**src/rtl/button_pkg.sv**
```systemverilog
// Shared state encoding and defaults for the front-panel button event arbiter
// and its millisecond prescaler.
package button_pkg;

    typedef enum logic [1:0] {
        ST_DISABLED = 2'd0,
        ST_WARMUP   = 2'd1,
        ST_RUN      = 2'd2
    } btn_state_t;

    localparam int TICK_HZ_DEF    = 1000;
    localparam int WARM_TICKS_DEF = 16;

    function automatic int id_width(input int n);
        return (n <= 2) ? 1 : $clog2(n);
    endfunction

endpackage

```
**src/rtl/tick_gen.sv**
```systemverilog
// Free-running prescaler: one-cycle registered tick every DIV clocks while run=1.
// Dropping run parks the counter at 0 so the next tick lands DIV cycles after run rises.
module tick_gen #(
    parameter int DIV = 50000
) (
    input  logic clk,
    input  logic rst,
    input  logic run,
    output logic tick
);

    localparam int CW = (DIV <= 2) ? 1 : $clog2(DIV);

    logic [CW-1:0] r_cnt;
    logic          r_tick;

    always_ff @(posedge clk) begin
        if (!rst || !run) begin
            r_cnt  <= '0;
            r_tick <= 1'b0;
        end else if (r_cnt == CW'(DIV - 1)) begin
            r_cnt  <= '0;
            r_tick <= 1'b1;
        end else begin
            r_cnt  <= r_cnt + 1'b1;
            r_tick <= 1'b0;
        end
    end

    assign tick = r_tick;

endmodule

```
**src/rtl/button_event_arbiter.sv**
```systemverilog
// Front-panel debounce controller: drives the shared ms tick and debouncer reset,
// latches release pulses and serialises them round-robin onto one valid/ready port.
module button_event_arbiter
    import button_pkg::*;
#(
    parameter  int N_BTN      = 4,
    parameter  int CLK_HZ     = 50000000,
    parameter  int TICK_HZ    = TICK_HZ_DEF,
    parameter  int WARM_TICKS = WARM_TICKS_DEF,
    localparam int ID_W       = id_width(N_BTN)
) (
    input  logic             clk,
    input  logic             rst,
    input  logic             en,
    input  logic [N_BTN-1:0] db_pulse,
    output logic             m_f,
    output logic             db_rst,
    output logic             evt_valid,
    output logic [ID_W-1:0]  evt_id,
    input  logic             evt_ready,
    output logic [N_BTN-1:0] overrun,
    input  logic             clr_overrun
);

    localparam int TICK_DIV = CLK_HZ / TICK_HZ;

    btn_state_t       r_state, w_state_nxt;
    logic [7:0]       r_warm, w_warm_nxt;
    logic [N_BTN-1:0] r_pend, r_ovr;
    logic [ID_W-1:0]  r_ptr, r_id;
    logic             r_valid, r_db_rst;

    logic             w_tick, w_run, w_cap;
    logic             w_gnt_any, w_gnt_ok;
    logic [ID_W-1:0]  w_gnt_id;
    logic [N_BTN-1:0] w_gnt_mask, w_ovr_set;

    function automatic logic [ID_W-1:0] wrap_idx(input int v);
        return ID_W'((v >= N_BTN) ? v - N_BTN : v);
    endfunction

    // Gating with en keeps m_f quiet on the edge that drops back to DISABLED.
    assign w_run = (r_state != ST_DISABLED) && en;

    tick_gen #(.DIV(TICK_DIV)) u_tick (
        .clk  (clk),
        .rst  (rst),
        .run  (w_run),
        .tick (w_tick)
    );

    always_comb begin
        w_state_nxt = r_state;
        w_warm_nxt  = r_warm;
        unique case (r_state)
            ST_DISABLED: begin
                if (en) begin
                    w_state_nxt = ST_WARMUP;
                    w_warm_nxt  = '0;
                end
            end
            ST_WARMUP: begin
                if (!en) begin
                    w_state_nxt = ST_DISABLED;
                end else if (w_tick) begin
                    w_warm_nxt = r_warm + 8'd1;
                    if (r_warm + 8'd1 == 8'(WARM_TICKS))
                        w_state_nxt = ST_RUN;
                end
            end
            ST_RUN: begin
                if (!en)
                    w_state_nxt = ST_DISABLED;
            end
            default: w_state_nxt = ST_DISABLED;
        endcase
    end

    // First pending bit at or after the pointer, wrapping.
    always_comb begin
        w_gnt_any = 1'b0;
        w_gnt_id  = '0;
        for (int k = 0; k < N_BTN; k++) begin
            if (!w_gnt_any && r_pend[wrap_idx(int'(r_ptr) + k)]) begin
                w_gnt_any = 1'b1;
                w_gnt_id  = wrap_idx(int'(r_ptr) + k);
            end
        end
    end

    assign w_gnt_ok   = (r_state == ST_RUN) && (!r_valid || evt_ready) && w_gnt_any;
    assign w_gnt_mask = w_gnt_ok ? ({{(N_BTN-1){1'b0}}, 1'b1} << w_gnt_id) : '0;
    assign w_cap      = (r_state == ST_RUN) && en;
    assign w_ovr_set  = w_cap ? (db_pulse & r_pend & ~w_gnt_mask) : '0;

    always_ff @(posedge clk) begin
        if (!rst) begin
            r_state  <= ST_DISABLED;
            r_warm   <= '0;
            r_pend   <= '0;
            r_ptr    <= '0;
            r_valid  <= 1'b0;
            r_id     <= '0;
            r_db_rst <= 1'b1;
            r_ovr    <= '0;
        end else begin
            r_state  <= w_state_nxt;
            r_warm   <= w_warm_nxt;
            r_db_rst <= (r_state == ST_DISABLED);
            // A granted bit re-arms if its own pulse arrives in the same cycle.
            r_pend   <= w_cap ? ((r_pend & ~w_gnt_mask) | db_pulse) : '0;
            r_ovr    <= (r_ovr & ~{N_BTN{clr_overrun}}) | w_ovr_set;
            if (w_gnt_ok) begin
                r_valid <= 1'b1;
                r_id    <= w_gnt_id;
                r_ptr   <= wrap_idx(int'(w_gnt_id) + 1);
            end else if (evt_ready) begin
                r_valid <= 1'b0;
            end
        end
    end

    assign m_f       = w_tick;
    assign db_rst    = r_db_rst;
    assign evt_valid = r_valid;
    assign evt_id    = r_id;
    assign overrun   = r_ovr;

endmodule

```
**config.mk**
```make
export PLATFORM = sky130hd
export DESIGN_NAME = button_event_arbiter
export DESIGN_NICKNAME = d
export VERILOG_FILES = /design/src/rtl/button_pkg.sv /design/src/rtl/tick_gen.sv /design/src/rtl/button_event_arbiter.sv
export SDC_FILE = /design/constraint.sdc
export NUM_CORES = 1
export LEC_CHECK = 0
export BUFFER_PORTS_ARGS = -buffer_cell sky130_fd_sc_hd__buf_2
export CAP_MARGIN = 20
export CORE_ASPECT_RATIO = 1.75
export CORE_UTILIZATION = 55
export CTS_CLUSTER_SIZE = 12
export DETAILED_ROUTE_END_ITERATION = 7
export PLACE_DENSITY_LB_ADDON = 0.2
export SLEW_MARGIN = 20
export SYNTH_ARGS = -nofsm -noshare
export SYNTH_HDL_FRONTEND = slang
export SYNTH_SLANG_ARGS = --single-unit
```
**constraint.sdc**
```tcl
create_clock -name clk -period 1.8 [get_ports clk]
set_clock_uncertainty 0.15 [all_clocks]
set_input_delay 0 -clock clk [delete_from_list [all_inputs] [get_ports clk]]
set_output_delay 0 -clock clk [all_outputs]
set_load 0.02 [all_outputs]
```
# Word level (Yosys, flattened, before mapping)
# Cells that the tools add are included.
# Widths: inputs -> output; s select.
# op_classes
add_sub_neg	11
n_lt_le_gt_ge	9
n_eq_ne	10
shift	1
n_mux	36
n_bitwise	8
n_reduce_logical	23
# ops
operator	n
$mux 2	14
$mux 8	3
$add 16x1->16 const B	1
$and 4x4->4	4
$eq 16x16->1 const B	1
$pmux 8 s2	1
$ge 3x3->1 const B	4
$lt 2x3->1 const B	4
$mux 1	11
$sub 2x1->2 const B	5
$add 8x1->8 const B	1
$bmux 1 s2	4
$eq 8x5->1 const B	1
$mux 4	2
$not 4->4	2
$or 4x4->4	2
$reduce_and 4->1	2
$logic_and 1x1->1	7
$add 2x1->3 const B	2
$add 2x2->3 const B	2
$logic_not 1->1	6
$ne 2x2->1 const B	3
$pmux 2 s3	1
$reduce_bool 2->1	3
11 further kinds	12
# totals
regBits	41

# Depth between registers and ports, before layout
# Gate-level depths: netlist of the first run.
# logic_depth
word_depth	20
mapped_depth	6
depth_no_buf	6

# Cells and area by module
# A second synthesis of the first run with hierarchy kept.
# hier_totals
hier_cells	225
hier_area_um2	2026.9
# modules_own_cells
module	instances	cells_per_inst	area_each_um2	seq_area_each_um2
button_event_arbiter	1	142	1188.6	480.5
tick_gen	1	83	838.3	340.3

# Least setup slack after synthesis of the first run
# OpenSTA, ideal clock, no wires.
# synth_path
path_type	reg-to-reg
startpoint	reg r_pend[2]
endpoint	reg r_ovr[2] (netlist: overrun[2])
setup_time_ns	0.117
arrival_ns	1.398
t_required_ns	1.533
path_slack_ns	0.135
path_stages_with_launch	6
period_less_slack_ns	1.665
path_cell_list	dfxtp_1 inv_1 o221a_2 o22ai_1 a31oi_1 a32o_1
# synth_between
elab_chain_len	18
elab_cells_between_ends	30
# synth_lines
item	line_no	rtl
from (decl)	button_event_arbiter.sv:29	logic [N_BTN-1:0] r_pend, r_ovr;
from (signal assigned)	button_event_arbiter.sv:111	r_pend <= w_cap ? ((r_pend & ~w_gnt_mask) | db_pulse) : '0;
$bmux 1 s2	button_event_arbiter.sv:84	if (!w_gnt_any && r_pend[wrap_idx(int'(r_ptr) + k)]) begin
$mux 1 (not written as such)	button_event_arbiter.sv:84	
$mux 1	button_event_arbiter.sv:84	
$logic_not 1->1	button_event_arbiter.sv:84	
$logic_and 1x1->1	button_event_arbiter.sv:84	
$mux 1	button_event_arbiter.sv:84	
$logic_not 1->1	button_event_arbiter.sv:84	
$logic_and 1x1->1	button_event_arbiter.sv:84	
[2 not listed]	n/a	
$logic_and 1x1->1	button_event_arbiter.sv:84	
$mux 2 / $mux 1 (equally long branches)	button_event_arbiter.sv:84	
$shl 1x2->4 / $logic_and 1x1->1 (equally long branches)	button_event_arbiter.sv:92, button_event_arbiter.sv:91	
$mux 4	button_event_arbiter.sv:92	assign w_gnt_mask = w_gnt_ok ? ({{(N_BTN-1){1'b0}}, 1'b1} << w_gnt_id) : '0;
$not 4->4	button_event_arbiter.sv:94	assign w_ovr_set = w_cap ? (db_pulse & r_pend & ~w_gnt_mask) : '0;
$and 4x4->4 *	button_event_arbiter.sv:94	
$mux 4 *	button_event_arbiter.sv:94	
$or 4x4->4 *	button_event_arbiter.sv:112	r_ovr <= (r_ovr & ~{N_BTN{clr_overrun}}) | w_ovr_set;
to (signal assigned)	button_event_arbiter.sv:112	
to (decl)	button_event_arbiter.sv:29	
# Mark *: on every way between the ends. The rest lies on a longest branch, timed or not. The select of a mux whose other input is x is not followed.
# A chain may end at the register's enable or synchronous reset.

# Worst setup path in the final report of the first run
# layout_path
startpoint	reg r_pend[1]
endpoint	reg r_ovr[0] (netlist: overrun[0])
# layout_between
elab_chain_len	18
elab_cells_between_ends	29
# layout_lines
item	line_no
$bmux 1 s2	button_event_arbiter.sv:84
$mux 1 (not written as such)	button_event_arbiter.sv:84
$mux 1	button_event_arbiter.sv:84
$logic_not 1->1	button_event_arbiter.sv:84
$logic_and 1x1->1	button_event_arbiter.sv:84
$mux 1	button_event_arbiter.sv:84
$logic_not 1->1	button_event_arbiter.sv:84
$logic_and 1x1->1	button_event_arbiter.sv:84
[2 not listed]	n/a
$logic_and 1x1->1	button_event_arbiter.sv:84
$mux 2 / $mux 1 (equally long branches)	button_event_arbiter.sv:84
$shl 1x2->4 / $logic_and 1x1->1 (equally long branches)	button_event_arbiter.sv:92, button_event_arbiter.sv:91
$mux 4 *	button_event_arbiter.sv:92
$not 4->4 *	button_event_arbiter.sv:94
$and 4x4->4 *	button_event_arbiter.sv:94
$mux 4 *	button_event_arbiter.sv:94
$or 4x4->4 *	button_event_arbiter.sv:112
# Marks and branches as above.

==> results of run 1 <==
[cell families (layout without fill, tap and decap cells)]
logic type      count (synthesis)  count (layout)  share of synthesized area (%)
compound gates                 43              43                           15.7
simple gates                  101             101                           28.4
fa+ha+maj                       2               2                           1.34
buf+inv                        11              45                           2.22
xor+xnor                       15              15                           7.06
flops                          41              41                           44.1
mux                             2               2                           1.08
[layer usage]
metal	up-vias	share of wire (%)
li1	831	-
met1	763	39
met2	40	55
met3	9	3.4
met4	0	2.7
met5	-	0
[layout make-up]
type / count / area share (%)
inverters: 7 / 1.16
multi-input cells: 163 / 45.7
flip-flops and latches: 41 / 36.2
clock inverters: 3 / 2.04
well taps: 43 / 2.37
clock buffers: 5 / 3.03
repair buffers: 30 / 9.49
[sequential cells by signal, indices dropped and copies added, names as in the netlist]
signal	flops
db_rst	1
evt_id	2
evt_valid	1
overrun	4
r_pend	4
r_ptr	2
r_state	2
r_warm	8
u_tick.r_cnt	16
u_tick.tick	1
[critical path: cells and delay by family (launching register included)]
kind	cells	cell delay, ps
compound gates	4	1130
flops	1	380
simple gates	1	80
[cells in the mapped netlist (all sizes together) (3+ instances only)]
master and n:
dfxtp 41, nor2 27, nand2 18, nor2b 12, o21ai 12, nand3 9, xor2 9, a21oi 8
and3 7, inv 7, nand4 6, nor3 6, xnor2 6, clkbuf 4, a21boi 3, nor4 3
o21a 3
[worst paths after layout]
path | start | to | slack (ps)
max | r_pend[1] | overrun[0] | -50
min | u_tick.r_cnt[0] | u_tick.r_cnt[0] | 320
max reg2reg | r_pend[1] | overrun[0] | -50
min reg2reg | u_tick.r_cnt[0] | u_tick.r_cnt[0] | 320
[stage by stage]
step | TNS (ps) | instances
after floorplan | 0 | 215
after global placement | 0 | 276
after detailed placement | 0 | 276
after CTS | 0 | 292
after global routing | -756 | 292
final | -95.6 | 292
[power by group through the flow]
| stage | clock (mW) | sequential, mW | combinational, mW |
|---|---|---|---|
| final | 0.746 | 0.912 | 0.0589 |
| after global routing | 0.796 | 0.912 | 0.0641 |
| after CTS | 0.763 | 0.911 | 0.0582 |
| after detailed placement | 0 | 0.933 | 0.0449 |
| after global placement | 0 | 0.933 | 0.0448 |
| after floorplan | 0 | 0.933 | 0.0221 |
[timing repair]
action | CTS | global route
hold buffers | 8 | 0
resized for setup | 0 | 6
endpoints found under the hold margin | 25 | 0
endpoints found under the setup margin | 0 | 12
==> results.json, run 1 <==
{
  "layout_common_cells": "dfxtp_1, nor2_1, nand2_1",
  "rsz0062_at_grt": "yes",
  "status": "complete, but fails checks",
  "avgRoutedWirePerCell_um": 13.8,
  "p_sw_uw": 363,
  "slowest_delay_ps": 510,
  "synth_area_leaders": "dfxtp_1, nor2_1, xor2_1, nor2b_1, nand2_1",
  "avgSynthCellArea_um2": 8.65,
  "violations": "setup timing",
  "grt_pass1_wl_mm": 6.54,
  "cts_root_buf": "clkbuf_8",
  "final_nets": 259,
  "final.hold.worst_slack_ps": 319,
  "cts.htree.levels": 2,
  "cp-start-kind": "flip-flop",
  "cts_tree": "done",
  "clock_latency_ps": 300,
  "grt.busiest_layer": "met2",
  "place_area_um2": 2030,
  "area_growth_pct": 21.9,
  "power.static_leakage_nw": 0.834,
  "combPwrFrac_pct": 3.4,
  "clkSinkCount": 41,
  "use_met2_pct": 43.4,
  "relSlewSlack_pct": 62.5,
  "syn_nets": 226,
  "crit_path_max_fanout": 3,
  "p_int_mw": 1.35,
  "routabilityCongestion": 0.903,
  "layout_min_cycle_time_ps": 1850,
  "ios": 18,
  "layout_commonest_cell": "dfxtp_1",
  "pwr_density_cell_nw_per_um2": 757,
  "power_mw": 1.72,
  "cp-end-kind": "flip-flop",
  "drv_slew": 0,
  "grt_use_met1_pct": 26.0,
  "finalSetupViolCount": 3,
  "hpwlAfterDp_mm": 2.76,
  "hold_path_depth": 1,
  "hold_viol_final": 0,
  "num_antenna_cells": 0,
  "numCtsBuffers": 5,
  "synth-seq-area-share_pct": 44.1,
  "fmax_mhz": 542,
  "num_rows": 27,
  "num_vias": 1643,
  "overflow": 0,
  "required_ps": 1840,
  "worstPathCellList": "nor2b_1 > a21boi_0 > o32ai_1 > a31oi_2 > a32o_1",
  "yosys.area.top_type": "dfxtp_1",
  "core_area_um2": 3180,
  "crit_slowest_cell": "o32ai_1",
  "wl_mm": 4.03,
  "yosys_warnings": 0,
  "drc": 0,
  "grt_pass1_vias": 1531,
  "drt.antenna.violating_nets": 0,
  "synth_cells": 215,
  "swShare_pct": 21.2,
  "synth_edf_count": 0,
  "place_ws_ps": 12.2,
  "seq_area_um2": 821,
  "drt-initial-drc-count": 51,
  "port_buffers": 17,
  "post_cts_buffers": 0,
  "p_seq_share_pct": 53.1,
  "synthArstFlopShare_pct": 0,
  "r2r_cells": 5,
  "die_h_um": 78.9,
  "synth_area_um2": 1860,
  "final_area_um2": 2270,
  "synth-seq-cells": 41,
  "worstPathArrival_ps": 1890,
  "routed_via_density": 5.63,
  "fin_crit_sh_pct": 103,
  "p_clk_share_pct": 43.5,
  "synth_top_area_share_pct": 44.1,
  "antenna_found_initial": 0,
  "drv_cap": 0,
  "final_util_pct": 71.4,
  "crit_type": "reg2reg",
  "dominantRegCellSynth": "dfxtp_1",
  "hp-class": "reg2reg",
  "worstMarginPinSlew_ps": 561,
  "grtUsageTotal_pct": 24.7,
  "die_area_um2": 3630,
  "worst_slack_ps": -45.7,
  "drive_gt1_share_pct": 16.5,
  "synth_cell_types": 45,
  "nFillCells": 265,
  "initial_core_util_pct": 58.6,
  "grt_max_degree": 17,
  "ir_drop_uv": 623,
  "drt-pass1-iter-count": 4,
  "gr-usage-met3_pct": 4.55,
  "multi_input_comb_area_um2": 1040,
  "ctsLongestPathBuffers": 2,
  "die_w_um": 46.0,
  "clk_pin_slew_worst_paths_ps": 80
}
No activity file was read; power rests on OpenSTA's default activity.
==> run 2: changes to the inputs <==
Settings changed: SYNTH_HIERARCHICAL set to 1.
==> run 2 against run 1 <==
Compared with the run above:
- the run still ends with setup timing left
- final cell count increased by 7.5%
- sequential cell count unchanged
- sequential share of layout area decreased by 3.1 points
- total power up 1.3%
- largest power group unchanged
- largest cell class unchanged
- via count up 3.5%
- critical path depth up 1
- die area grew 8.6%
- setup slack better by 33 ps
==> results.json, run 2 <==
{
  "status": "complete, but fails checks",
  "violations": "setup timing",
  "hpwlAfterDp_mm": 2.99,
  "r2r_cells": 6,
  "cts.htree.levels": 2,
  "synth_cells": 225,
  "startpoint": "r_pend[0]",
  "dominantRegCellSynth": "dfxtp_1",
  "num_vias": 1701,
  "fin_crit_sh_pct": 101,
  "cts_tree": "done",
  "worstPathArrival_ps": 1840,
  "avgRoutedWirePerCell_um": 13.6,
  "yosys_warnings": 6,
  "relSlewSlack_pct": 67.8,
  "synth_area_leaders": "dfxtp_1, xnor2_1, nand2_1, nor3_1, nor4_2",
  "fmax_mhz": 552,
  "synth_cell_types": 47,
  "synth_area_um2": 2030,
  "drv_slew": 0,
  "drt.antenna.violating_nets": 0,
  "ios": 18,
  "place_area_um2": 2260,
  "area_growth_pct": 23.3,
  "layout_commonest_cell": "dfxtp_1",
  "worstReg2RegStart": "r_pend[0]",
  "routed_via_density": 5.42,
  "worst_path_dominant_cell_family": "simple AND/OR/NAND/NOR gates",
  "synth_top_family_by_area": "simple AND/OR/NAND/NOR gates",
  "yosys.area_share.adder_pct": 1.23,
  "crit_slowest_cell": "or4_4",
  "drt-pass1-iter-count": 4,
  "layout_min_cycle_time_ps": 1810,
  "port_buffers": 17,
  "synth_edf_count": 0,
  "largest_reg_flops": 16,
  "grtUsageTotal_pct": 23.8,
  "die_area_um2": 3940,
  "finalSetupViolCount": 2,
  "grt_max_degree": 17,
  "swShare_pct": 19.8,
  "synth-seq-area-share_pct": 40.5,
  "tns_ps": -24.0,
  "antenna_found_initial": 0,
  "top_register": "u_tick/r_cnt",
  "cp.depth": 6,
  "dp_cells": 298,
  "final_area_um2": 2500,
  "numCtsBuffers": 5,
  "die_h_um": 82.3,
  "final_nets": 279,
  "p_int_mw": 1.39,
  "synth_top_area_share_pct": 40.5,
  "routabilityCongestion": 0.793,
  "cts_root_buf": "clkbuf_8",
  "avgSynthCellArea_um2": 9.01,
  "syn_nets": 236,
  "worstMarginPinSlew_ps": 479,
  "core_area_um2": 3430,
  "power_mw": 1.74,
  "layout_common_cells": "dfxtp_1, nand2_1, buf_2, buf_4, nor3_1",
  "synthSimpleGateAreaFrac_pct": 34.0,
  "clk_pin_slew_worst_paths_ps": 80,
  "power.static_leakage_nw": 0.935,
  "num_rows": 28,
  "synth-seq-cells": 41,
  "drc": 0,
  "synth_common_cells": "dfxtp_1, nand2_1, nor3_1",
  "finalNonFillerCells": 314,
  "clock_latency_ps": 290,
  "crit_type": "reg2reg",
  "grt_pass1_vias": 1611,
  "top_regs": "u_tick/r_cnt x16, r_warm x8",
  "rsz0062_at_grt": "yes",
  "drv_cap": 0,
  "drive_gt1_share_pct": 29.4,
  "worstPathCellList": "buf_4 > mux2i_1 > nor2_1 > or4_4 > o21ai_4 > o31ai_1",
  "synth.most_common_cell": "dfxtp_1",
  "worst_slack_ps": -13.0,
  "crit_path_max_fanout": 6,
  "worstReg2RegEnd": "overrun[3]",
  "pwr_density_cell_nw_per_um2": 696,
  "ir_drop_uv": 851,
  "r2r_setup_slack_ps": -10,
  "combPwrFrac_pct": 4.1,
  "grt_pass1_wl_mm": 6.69,
  "ctsLongestPathBuffers": 2,
  "synth_compound_area_share_pct": 14.4,
  "drt-initial-drc-count": 21,
  "initial_core_util_pct": 59.0,
  "p_clk_share_pct": 43.5,
  "synth_xor_area_share_pct": 6.05,
  "cp-end-kind": "flip-flop",
  "overflow": 0,
  "wl_mm": 4.27,
  "num_antenna_cells": 0,
  "clkSinkCount": 41,
  "p_seq_share_pct": 52.3,
  "cp-start-kind": "flip-flop",
  "critical_path_buf_inv_count": 1,
  "yosys.area.top_type": "dfxtp_1",
  "muxShareOfSynthArea_pct": 0.988,
  "synthArstFlopShare_pct": 0,
  "required_ps": 1830,
  "die_w_um": 47.9,
  "hp-class": "in2reg",
  "crit_end": "overrun[3]",
  "hold_viol_final": 0,
  "slowest_delay_ps": 590,
  "p_sw_uw": 343
}
run 2: cell types whose count changed after synthesis, moves of 5 or more:
cell	before	now
nor4_2	0	6
nor2_2	1	11
xor2_1	9	3
xnor2_1	6	11
nor2_1	26	12
nor3_1	6	15
run 2: power groups by stage:
stage	clock network, mW	registers (mW)	logic (mW)
floorplan	0	0.933	0.0342
detailed placement	0	0.931	0.0570
global placement	0	0.931	0.0564
CTS	0.772	0.910	0.0690
finish	0.757	0.910	0.0717
global route	0.808	0.910	0.0776
run 2: what timing repair did:
item | in CTS | in global routing
buffers inserted | 0 | 1
hold buffers | 7 | 0
endpoints found under the hold margin | 16 | 0
setup endpoints to repair | 0 | 8
gates resized for setup | 0 | 13
run 2: per-stage QoR:
step | setup slack [ps] | hold WS (ps) | util, %
2_1_floorplan | -8.68 | -41.4 | -
3_5_place_dp | 15.9 | 87.2 | 65.8
5_1_grt | -75.4 | 130 | 72.8
4_1_cts | 5.61 | 11.1 | 71.2
3_3_place_gp | 47.5 | 83.5 | 65.8
6_report | -13.0 | 111 | 72.8
run 2: worst min-delay path by stage:
stage	endpoint	from	cells past startpoint
4_1_cts	evt_valid	evt_ready	4
3_3_place_gp	r_pend[0]	db_pulse[0]	3
2_1_floorplan	r_pend[0]	db_pulse[0]	2
5_1_grt	evt_valid	evt_ready	5
3_5_place_dp	r_pend[0]	db_pulse[0]	3
6_report	evt_valid	evt_ready	5
run 2: metal layers:
metal  routed length, µm  up-vias  GRT usage [%]
met3                  82        2           4.57
met1                1740      802           24.8
met4                  35        0           9.17
met2                2410       18           43.8
li1                    -      879              -
met5                   0        -              0
run 2: layout make-up:
cell class                 count  area [µm²]
clock buffer                   7        86.3
tap                           45        56.3
clock inverter                 1        30.0
multi-input combinational    172        1190
timing repair buffer          41         283
fill                         289         935
sequential                    41         827
inverter                       7        26.3
run 2: cell families (layout without fill, tap and decap cells):
group | after synthesis | in the layout
buf+inv | 12 | 56
simple gates | 110 | 110
fa+ha+maj | 2 | 2
mux | 2 | 2
flops | 41 | 41
compound gates | 44 | 44
xor+xnor | 14 | 14
run 2: worst reg2reg max path, cell delays in order (launching register included):
cell	delay (ps)
dfxtp_1	320
buf_4	160
mux2i_1	160
nor2_1	80
or4_4	590
o21ai_4	180
o31ai_1	80
